<file path="src/rtl/rfg_pkg.sv">
// Shared address map, data width and decode helpers for the rfg register bank.
package rfg_pkg;

   localparam int unsigned BYTE_W = 8;

   localparam logic [7:0] FIFO_DATA_ADDR_DEFAULT      = 8'hF0;
   localparam logic [7:0] FIFO_LEVEL_ADDR_DEFAULT     = 8'hF1;
   localparam logic [7:0] FIFO_UNDERFLOW_ADDR_DEFAULT = 8'hF2;

   function automatic logic is_reg_addr(input logic [7:0] addr, input int unsigned num_regs);
      return ({24'h000000, addr} < num_regs);
   endfunction

   // Level is reported through a byte-wide register, so deep FIFOs clip at 255.
   function automatic logic [7:0] sat_level(input logic [8:0] level);
      return (level > 9'd255) ? 8'hFF : level[7:0];
   endfunction

endpackage

</file>
<file path="src/rtl/rfg_register_bank_fifo.sv">
// Synchronous byte FIFO with push, pop, flush and an occupancy count.
// Head data is combinational so the caller can register it on the pop edge.
module rfg_register_bank_fifo
   import rfg_pkg::*;
#(
   parameter int unsigned DEPTH = 32,
   localparam int unsigned PW   = $clog2(DEPTH),
   localparam int unsigned LW   = $clog2(DEPTH) + 1
) (
   input  logic              aclk,
   input  logic              aresetn,
   input  logic              push,
   input  logic [BYTE_W-1:0] push_data,
   input  logic              pop,
   input  logic              flush,
   output logic [BYTE_W-1:0] head_data,
   output logic [LW-1:0]     level,
   output logic              full,
   output logic              empty
);

   logic [BYTE_W-1:0] mem_q [DEPTH];
   logic [PW-1:0]     wr_ptr_q;
   logic [PW-1:0]     wr_ptr_d;
   logic [PW-1:0]     rd_ptr_q;
   logic [PW-1:0]     rd_ptr_d;
   logic [LW-1:0]     level_q;
   logic [LW-1:0]     level_d;
   logic              do_push;
   logic              do_pop;

   assign full      = (level_q == LW'(DEPTH));
   assign empty     = (level_q == {LW{1'b0}});
   assign head_data = mem_q[rd_ptr_q];
   assign level     = level_q;

   // Pointer and level next-state; a flush overrides any push or pop that cycle.
   always_comb begin
      do_push  = push && !full && !flush;
      do_pop   = pop && !empty && !flush;
      wr_ptr_d = wr_ptr_q;
      rd_ptr_d = rd_ptr_q;
      level_d  = level_q;
      if (flush) begin
         rd_ptr_d = wr_ptr_q;
         level_d  = {LW{1'b0}};
      end else begin
         if (do_push) begin
            wr_ptr_d = wr_ptr_q + PW'(1'b1);
         end else begin
            wr_ptr_d = wr_ptr_q;
         end
         if (do_pop) begin
            rd_ptr_d = rd_ptr_q + PW'(1'b1);
         end else begin
            rd_ptr_d = rd_ptr_q;
         end
         case ({do_push, do_pop})
            2'b10:   level_d = level_q + LW'(1'b1);
            2'b01:   level_d = level_q - LW'(1'b1);
            default: level_d = level_q;
         endcase
      end
   end

   // Storage array, left unreset so it can map onto distributed RAM.
   always_ff @(posedge aclk) begin
      if (do_push) begin
         mem_q[wr_ptr_q] <= push_data;
      end
   end

   // Pointer and level registers.
   always_ff @(posedge aclk) begin
      if (!aresetn) begin
         wr_ptr_q <= {PW{1'b0}};
         rd_ptr_q <= {PW{1'b0}};
         level_q  <= {LW{1'b0}};
      end else begin
         wr_ptr_q <= wr_ptr_d;
         rd_ptr_q <= rd_ptr_d;
         level_q  <= level_d;
      end
   end

endmodule

</file>
<file path="src/rtl/rfg_register_bank.sv">
// Register-file target for the AXIS register protocol engine: byte config
// registers plus a readout FIFO drained through fixed data/level/underflow addresses.
module rfg_register_bank
   import rfg_pkg::*;
#(
   parameter int unsigned NUM_REGS            = 16,
   parameter logic [7:0]  REG_RESET_VALUE     = 8'h00,
   parameter int unsigned FIFO_DEPTH          = 32,
   parameter logic [7:0]  FIFO_DATA_ADDR      = FIFO_DATA_ADDR_DEFAULT,
   parameter logic [7:0]  FIFO_LEVEL_ADDR     = FIFO_LEVEL_ADDR_DEFAULT,
   parameter logic [7:0]  FIFO_UNDERFLOW_ADDR = FIFO_UNDERFLOW_ADDR_DEFAULT
) (
   input  logic                  aclk,
   input  logic                  aresetn,
   input  logic [7:0]            rfg_address,
   input  logic [7:0]            rfg_write_value,
   input  logic                  rfg_write,
   input  logic                  rfg_write_last,
   input  logic                  rfg_read,
   output logic                  rfg_read_valid,
   output logic [7:0]            rfg_read_value,
   input  logic [7:0]            s_axis_tdata,
   input  logic                  s_axis_tvalid,
   output logic                  s_axis_tready,
   output logic [NUM_REGS*8-1:0] regs_out,
   output logic [NUM_REGS-1:0]   reg_write_strobe,
   output logic                  cfg_update
);

   localparam int unsigned LW = $clog2(FIFO_DEPTH) + 1;

   logic [7:0]          regs_q [NUM_REGS];
   logic [7:0]          regs_d [NUM_REGS];
   logic [NUM_REGS-1:0] reg_write_strobe_q;
   logic [NUM_REGS-1:0] reg_write_strobe_d;
   logic                cfg_update_q;
   logic                cfg_update_d;
   logic                read_valid_q;
   logic                read_valid_d;
   logic [7:0]          read_value_q;
   logic [7:0]          read_value_d;
   logic [7:0]          underflow_q;
   logic [7:0]          underflow_d;
   logic                rst_done_q;
   logic                rst_done_d;

   logic                addr_is_reg;
   logic                wr_reg;
   logic [7:0]          reg_read_value;
   logic [7:0]          read_mux;
   logic                fifo_push;
   logic                fifo_pop;
   logic                fifo_flush;
   logic [7:0]          fifo_head;
   logic [LW-1:0]       fifo_level;
   logic                fifo_full;
   logic                fifo_empty;

   rfg_register_bank_fifo #(
      .DEPTH (FIFO_DEPTH)
   ) u_fifo (
      .aclk      (aclk),
      .aresetn   (aresetn),
      .push      (fifo_push),
      .push_data (s_axis_tdata),
      .pop       (fifo_pop),
      .flush     (fifo_flush),
      .head_data (fifo_head),
      .level     (fifo_level),
      .full      (fifo_full),
      .empty     (fifo_empty)
   );

   // tready is held low until the first clock after reset releases.
   assign s_axis_tready    = rst_done_q && !fifo_full;
   assign rfg_read_valid   = read_valid_q;
   assign rfg_read_value   = read_value_q;
   assign reg_write_strobe = reg_write_strobe_q;
   assign cfg_update       = cfg_update_q;

   for (genvar g = 0; g < NUM_REGS; g++) begin : g_regs_out
      assign regs_out[8*g +: 8] = regs_q[g];
   end

   // Address decode, register next-state and FIFO control strobes.
   always_comb begin
      addr_is_reg    = is_reg_addr(rfg_address, NUM_REGS);
      wr_reg         = rfg_write && addr_is_reg;
      fifo_flush     = rfg_write && (rfg_address == FIFO_DATA_ADDR);
      fifo_pop       = rfg_read && (rfg_address == FIFO_DATA_ADDR);
      fifo_push      = s_axis_tvalid && s_axis_tready;
      cfg_update_d   = rfg_write && rfg_write_last;
      rst_done_d     = 1'b1;
      reg_read_value = 8'h00;
      for (int i = 0; i < NUM_REGS; i++) begin
         regs_d[i]             = (wr_reg && (rfg_address == 8'(i))) ? rfg_write_value : regs_q[i];
         reg_write_strobe_d[i] = wr_reg && (rfg_address == 8'(i));
         reg_read_value        = reg_read_value | ((rfg_address == 8'(i)) ? regs_q[i] : 8'h00);
      end
   end

   // Underflow counter: cleared by a write, saturating increment on an empty pop.
   always_comb begin
      underflow_d = underflow_q;
      if (rfg_write && (rfg_address == FIFO_UNDERFLOW_ADDR)) begin
         underflow_d = 8'h00;
      end else if (fifo_pop && fifo_empty && (underflow_q != 8'hFF)) begin
         underflow_d = underflow_q + 8'h01;
      end else begin
         underflow_d = underflow_q;
      end
   end

   // Read mux; its result is captured one cycle after the read strobe.
   always_comb begin
      read_mux = 8'h00;
      if (addr_is_reg) begin
         read_mux = reg_read_value;
      end else begin
         case (rfg_address)
            FIFO_DATA_ADDR:      read_mux = fifo_empty ? 8'h00 : fifo_head;
            FIFO_LEVEL_ADDR:     read_mux = sat_level(9'(fifo_level));
            FIFO_UNDERFLOW_ADDR: read_mux = underflow_q;
            default:             read_mux = 8'h00;
         endcase
      end
      read_valid_d = rfg_read;
      if (rfg_read) begin
         read_value_d = read_mux;
      end else begin
         read_value_d = 8'h00;
      end
   end

   // Config register array.
   always_ff @(posedge aclk) begin
      if (!aresetn) begin
         for (int i = 0; i < NUM_REGS; i++) begin
            regs_q[i] <= REG_RESET_VALUE;
         end
      end else begin
         for (int i = 0; i < NUM_REGS; i++) begin
            regs_q[i] <= regs_d[i];
         end
      end
   end

   // Output pulses, read response, underflow count and reset-done flag.
   always_ff @(posedge aclk) begin
      if (!aresetn) begin
         reg_write_strobe_q <= {NUM_REGS{1'b0}};
         cfg_update_q       <= 1'b0;
         read_valid_q       <= 1'b0;
         read_value_q       <= 8'h00;
         underflow_q        <= 8'h00;
         rst_done_q         <= 1'b0;
      end else begin
         reg_write_strobe_q <= reg_write_strobe_d;
         cfg_update_q       <= cfg_update_d;
         read_valid_q       <= read_valid_d;
         read_value_q       <= read_value_d;
         underflow_q        <= underflow_d;
         rst_done_q         <= rst_done_d;
      end
   end

endmodule
</file>
<file path="config.mk">
export PLATFORM = sky130hd
export DESIGN_NAME = rfg_register_bank
export DESIGN_NICKNAME = d
export VERILOG_FILES = /design/src/rtl/rfg_pkg.sv /design/src/rtl/rfg_register_bank_fifo.sv /design/src/rtl/rfg_register_bank.sv
export SDC_FILE = /design/constraint.sdc
export NUM_CORES = 1
export LEC_CHECK = 0
export CORE_ASPECT_RATIO = 0.75
export CORE_UTILIZATION = 39
export CTS_CLUSTER_DIAMETER = 100
export CTS_CLUSTER_SIZE = 28
export DETAILED_ROUTE_END_ITERATION = 8
export SETUP_SLACK_MARGIN = 0.1
export SLEW_MARGIN = 20
export SYNTH_ARGS = -nofsm -noshare
export SYNTH_HDL_FRONTEND = slang
export SYNTH_SLANG_ARGS = --single-unit
</file>
<file path="constraint.sdc">
create_clock -name aclk -period 4.3 [get_ports aclk]
set_input_delay 0.86 -clock aclk [delete_from_list [all_inputs] [get_ports aclk]]
set_output_delay 0.86 -clock aclk [all_outputs]
set_load 0.02 [all_outputs]
</file>
==> results.json, run 1 <==
{
  "final_util": 0.466,
  "syn-instance-count": 1485,
  "multi_input_area_mm2": 0.00617,
  "hpwl_mm": 43.7,
  "critical_path.max_fanout": 4,
  "drc": 0,
  "cts_root_buf": "clkbuf_16",
  "synth_top_cell_by_area": "edfxtp_1",
  "track_usage": 0.256,
  "cap_violations": 0,
  "clkLatencyLatePin_ns": 0.56,
  "yosysWarnings": 0,
  "crit_arrival_ns": 4.06,
  "drt-total-wl_mm": 61.2,
  "die_h_um": 188,
  "fp.dieW_um": 250,
  "cts_hold_buf": 0,
  "ys_seq_elements": 440,
  "crit_path_end_kind": "flip-flop",
  "cts.sinks": 440,
  "row_count": 67,
  "vias": 13200,
  "netlist.area_leader.share": 0.426,
  "ys_types": 62,
  "finalCriticalPeriod_ns": 3.61,
  "final.period_utilization": 0.839,
  "cts.path.max_buffers": 3,
  "floorplan.initialDensity": 0.400,
  "gp_congestion": 0.952,
  "yosysSeqAreaShare": 0.630,
  "drive_gt1_frac": 0.0999,
  "worst-setup-path-type": "input port to flip-flop",
  "startpoint_type": "input port",
  "maxSlewHeadroom": 0.236,
  "placed_cell_area_mm2": 0.0205,
  "coreArea_mm2": 0.0452,
  "syn_nets": 1527,
  "num-fill-cells": 4055,
  "ir_drop_mv": 0.289,
  "rsz0062_at_grt": "false",
  "finalNonFillerCells": 2227,
  "numCtsBuffers": 19,
  "power.total_mw": 6.95,
  "avgSynthCellArea_um2": 12.2,
  "port_buffers": 184,
  "post_cts_buffers": 0,
  "fin_hold_ws_ns": 0.488,
  "cts_resized": 0,
  "first_iter_violations": 1768,
  "regArea_mm2": 0.0114,
  "cts_tree": "done",
  "finalClockSkew_ns": 0.0231,
  "synthArstFlopShare": 0,
  "fmax_ghz": 0.277,
  "ioPinCount": 185,
  "leakage_nw": 6.36,
  "power.density_mw_per_mm2": 330,
  "synthTopCellsByArea": "edfxtp_1 43%, dfxtp_1 20%, mux4_2 9.1%, nand2_1 4.9%, a21oi_1 4.2%",
  "setup_slack_ns": 0.691,
  "grt_pass1_vias": 12400,
  "dp.cells": 2194,
  "syn_area_mm2": 0.0181,
  "gr-total-overflow": 0,
  "nets": 1671,
  "htreeDepth": 1,
  "setup_viol": 0,
  "maxSlewViolCount": 0,
  "fin_setup_tns_ns": 0,
  "fin_area_mm2": 0.0211,
  "synth.most_common_cell": "edfxtp_1",
  "worstMarginPinSlew_ns": 1.14,
  "worstPathRequired_ns": 4.75,
  "grt_max_degree": 74,
  "final-hold-violation-count": 0,
  "syn_to_final_growth_pct": 16.6,
  "ant_nets": 0,
  "die-area_mm2": 0.0472,
  "dr.pass1.iters": 6,
  "antenna_cells": 0,
  "synth_edf_count": 256,
  "hold_class": "flip-flop to flip-flop",
  "synthTopCellsByCount": "256 x edfxtp_1, 235 x nand2_1, 184 x dfxtp_1, 151 x a21oi_1, 109 x nor2_1",
  "synth-main-ff-cell": "edfxtp_1",
  "viasPerCell": 5.94,
  "grt_antenna_before_repair": 4,
  "clk_pin_slew_worst_paths_ns": 0.12,
  "pre_cts_ws_ns": 0.146,
  "grt_pass1_wl_mm": 88.1,
  "wl_per_cell_um": 27.5,
  "status": "finished, final reports clean"
}
==> layer usage <==
layer	vias up	global-route usage	part of all wire
met1	6702	0.404	0.47
met2	680	0.350	0.41
met5	-	0	0.00021
met4	2	0.0488	0.019
li1	5770	-	-
met3	65	0.0656	0.11
==> worst max-delay path, cell delays in order <==
cell and delay, ns:
clkdlybuf4s50_1 0.42, nor2_1 0.59, buf_4 0.25, nand4_1 0.10, and3_1 0.23, inv_1 0.05
ha_1 0.19, ha_1 0.25, a21o_1 0.17, a21o_1 0.21, a2111oi_0 0.42, a311oi_1 0.11
xnor2_1 0.15, nor2_1 0.05
==> flip-flops by register name (all words and copies together), names as in the netlist, named ones only <==
name / count
u_fifo.level: 6
regs_q: 128
u_fifo.mem_q: 256
rfg_read_valid: 1
u_fifo.rd_ptr_q: 5
reg_write_strobe: 16
u_fifo.wr_ptr_q: 5
rst_done_q: 1
rfg_read_value: 8
cfg_update: 1
underflow_q: 8
==> cells by family (layout without fill, tap and decap cells) <==
| group | count (synthesis) | in the layout | synth area share |
|---|---|---|---|
| AO/OA/AOI/OAI | 343 | 343 | 0.111 |
| XOR/XNOR | 17 | 17 | 0.00825 |
| adder cells (fa/ha/maj) | 12 | 12 | 0.00873 |
| buffers and inverters | 122 | 278 | 0.0286 |
| flip-flops | 440 | 440 | 0.630 |
| multiplexers | 100 | 100 | 0.106 |
| AND/OR/NAND/NOR | 451 | 451 | 0.107 |
==> final cells by class <==
cell class                 instances  share of cell area
multi-input combinational        923               0.293
clock inverter                     2            0.000832
inverter                          18             0.00333
timing repair buffer             227               0.103
tap                              586              0.0348
sequential                       440               0.540
clock buffer                      31              0.0247
==> layout by cell type (no fill, tap or decap), types with 11 or more instances in the layout <==
master           Yosys  routed
buf_4                3      40
edfxtp_1           256     256
inv_1               16      15
nor3_1              12      12
clkdlybuf4s50_1      0     178
o21ai_0             95      95
clkbuf_1            64      12
dfxtp_1            184     181
nand2_1            235     235
mux2i_1             23      23
a22oi_1             25      25
nand3_1             43      43
ha_1                11      11
nor2_1             109     109
xnor2_1             11      11
a21oi_1            151     151
mux4_2              73      73
clkbuf_16            0      19
==> power by group <==
group	switching [mW]	total [mW]	internal, mW	leakage (nW)
combinational	0.234	0.313	0.0793	2.32
clock	1.32	2.17	0.854	0.257
sequential	0.00977	4.47	4.46	3.79
==> final timing paths <==
kind	from	to	slack (ns)	cells after the start
hold / removal	regs_q[0][2]	regs_q[0][2]	0.49	2
hold reg to reg	regs_q[0][2]	regs_q[0][2]	0.49	2
setup reg to reg	u_fifo.level[2]	u_fifo.level[5]	1.21	11
setup / recovery	rfg_address[3]	u_fifo.level[5]	0.69	14
No activity file was read; power rests on OpenSTA's default activity.
==> run 2: changes to the inputs <==
- clock period: 4.3 -> 3.7 ns (I/O delays scaled with it)
==> results.json, run 2 (synthesis results as in run 1) <==
{
  "slowest_delay_ns": 0.48,
  "gr-total-overflow": 0,
  "grt_pass1_wl_mm": 88.8,
  "port_buffers": 184,
  "finalCriticalPeriod_ns": 3.38,
  "path_cells": "clkdlybuf4s50_1 > nor2_2 > and3_1 > nand4_1 > nor3_1 > ha_1 > ha_1 > a21o_1 > a21o_1 > a2111oi_0 > a311oi_1 > xnor2_1 > nor2_1",
  "wl_per_cell_um": 27.1,
  "clk_pin_slew_worst_paths_ns": 0.13,
  "cts_hold_buf": 0,
  "syn_to_final_growth_pct": 18.4,
  "grt_pass1_vias": 12500,
  "cts_root_buf": "clkbuf_16",
  "grt_max_degree": 81,
  "rr_startpoint": "u_fifo.level[2]",
  "drc": 0,
  "largest_register_ffs": 256,
  "num-fill-cells": 4039,
  "finalClockSkew_ns": 0.0336,
  "fp.dieW_um": 250,
  "crit_path_end_kind": "flip-flop",
  "cap_violations": 0,
  "clkLatencyLatePin_ns": 0.56,
  "path_buf_inv": 1,
  "die_h_um": 188,
  "status": "finished, final reports clean",
  "ant_nets": 0,
  "coreArea_mm2": 0.0452,
  "crit_path_top_delay_cell": "a2111oi_0",
  "vias": 13500,
  "startpoint_type": "input port",
  "track_usage": 0.257,
  "gp_congestion": 0.968,
  "viasPerCell": 5.96,
  "cts.path.max_buffers": 3,
  "die-area_mm2": 0.0472,
  "grt_antenna_before_repair": 1,
  "power.density_mw_per_mm2": 379,
  "worst-setup-path-type": "input port to flip-flop",
  "htreeDepth": 1,
  "crit_path_start": "rfg_address[3]",
  "power.total_mw": 8.11,
  "final_util": 0.473,
  "nets": 1709,
  "leakage_nw": 6.56,
  "antenna_cells": 0,
  "final.period_utilization": 0.914,
  "fmax_ghz": 0.296,
  "hold_class": "flip-flop to flip-flop",
  "rsz0062_at_grt": "false",
  "fin_hold_ws_ns": 0.492,
  "final-hold-violation-count": 0,
  "ir_drop_mv": 0.254,
  "cp_top_family": "simple AND/OR/NAND/NOR gates",
  "numCtsBuffers": 19,
  "crit_arrival_ns": 3.83,
  "dr.pass1.iters": 8,
  "setup_viol": 0,
  "maxSlewViolCount": 0,
  "worstMarginPinSlew_ns": 1.11,
  "floorplan.initialDensity": 0.400,
  "first_iter_violations": 1808,
  "worstPathRequired_ns": 4.15,
  "row_count": 67,
  "layout_commonest_cell": "edfxtp_1",
  "top_register": "u_fifo.mem_q",
  "min_from": "regs_q[0][19]",
  "ioPinCount": 185,
  "drt-total-wl_mm": 61.3,
  "drive_gt1_frac": 0.118,
  "critical_path.max_fanout": 3,
  "finalNonFillerCells": 2264,
  "dp.cells": 2232,
  "hpwl_mm": 44.0,
  "cts_tree": "done",
  "cts.sinks": 440,
  "final_cell_mix": "256 x edfxtp_1, 235 x nand2_1, 183 x clkdlybuf4s50_1, 181 x dfxtp_1, 151 x a21oi_1",
  "maxSlewHeadroom": 0.256
}
run 2: worst paths after layout:
kind                                   endpoint  depth (start not counted)  slack [ns]
worst min register to register    regs_q[0][19]                          2        0.49
worst min-delay path              regs_q[0][19]                          2        0.49
worst max-delay path            u_fifo.level[5]                         13        0.32
worst max register to register  u_fifo.level[5]                         12        0.64
run 2: timing repair:
action                                 4_1_cts  5_1_grt
endpoints found under the hold margin        0        0
gates resized for setup                      0        1
setup endpoints to repair                    0        1
buffers inserted                             0        0
run 2: stage by stage:
step           setup WS, ns  instance area [um^2]  TNS [ns]
2_1_floorplan         0.276                 18100         0
3_3_place_gp         -0.249                 20900    -0.275
3_5_place_dp         -0.402                 20900    -0.515
4_1_cts               0.215                 21400         0
5_1_grt               0.142                 21400         0
6_report              0.318                 21400         0
run 2: report_power, final:
group	switching [mW]	internal, mW	total, mW
clock	1.53	0.990	2.52
combinational	0.281	0.111	0.392
sequential	0.0111	5.18	5.19
run 2: cell type report:
| cell class | count | area, um^2 | area share |
|---|---|---|---|
| Clock buffer | 30 | 517 | 0.0242 |
| Clock inverter | 2 | 17.5 | 0.000819 |
| Inverter | 18 | 70.1 | 0.00328 |
| Multi-Input combinational cell | 923 | 6170 | 0.289 |
| Sequential cell | 440 | 11400 | 0.532 |
| Tap cell | 586 | 733 | 0.0343 |
| Timing Repair Buffer | 265 | 2490 | 0.117 |
run 2: worst reg2reg max path, cell delays in order, from the launching register on:
cell and delay (ns):
dfxtp_1 0.40, nor4_1 0.46, a31oi_1 0.21, and3_1 0.23, inv_1 0.06, ha_1 0.15, ha_1 0.22, a21o_1 0.17
a21o_1 0.21, a2111oi_0 0.48, a311oi_1 0.15, xnor2_1 0.17, nor2_1 0.06
run 2: metal layers:
| layer | wire length [um] | global-route usage | share of wire |
|---|---|---|---|
| met5 | 0 | 0 | 0 |
| met4 | 1230 | 0.0573 | 0.020 |
| met3 | 6630 | 0.0551 | 0.11 |
| met2 | 25100 | 0.347 | 0.41 |
| met1 | 28400 | 0.415 | 0.46 |
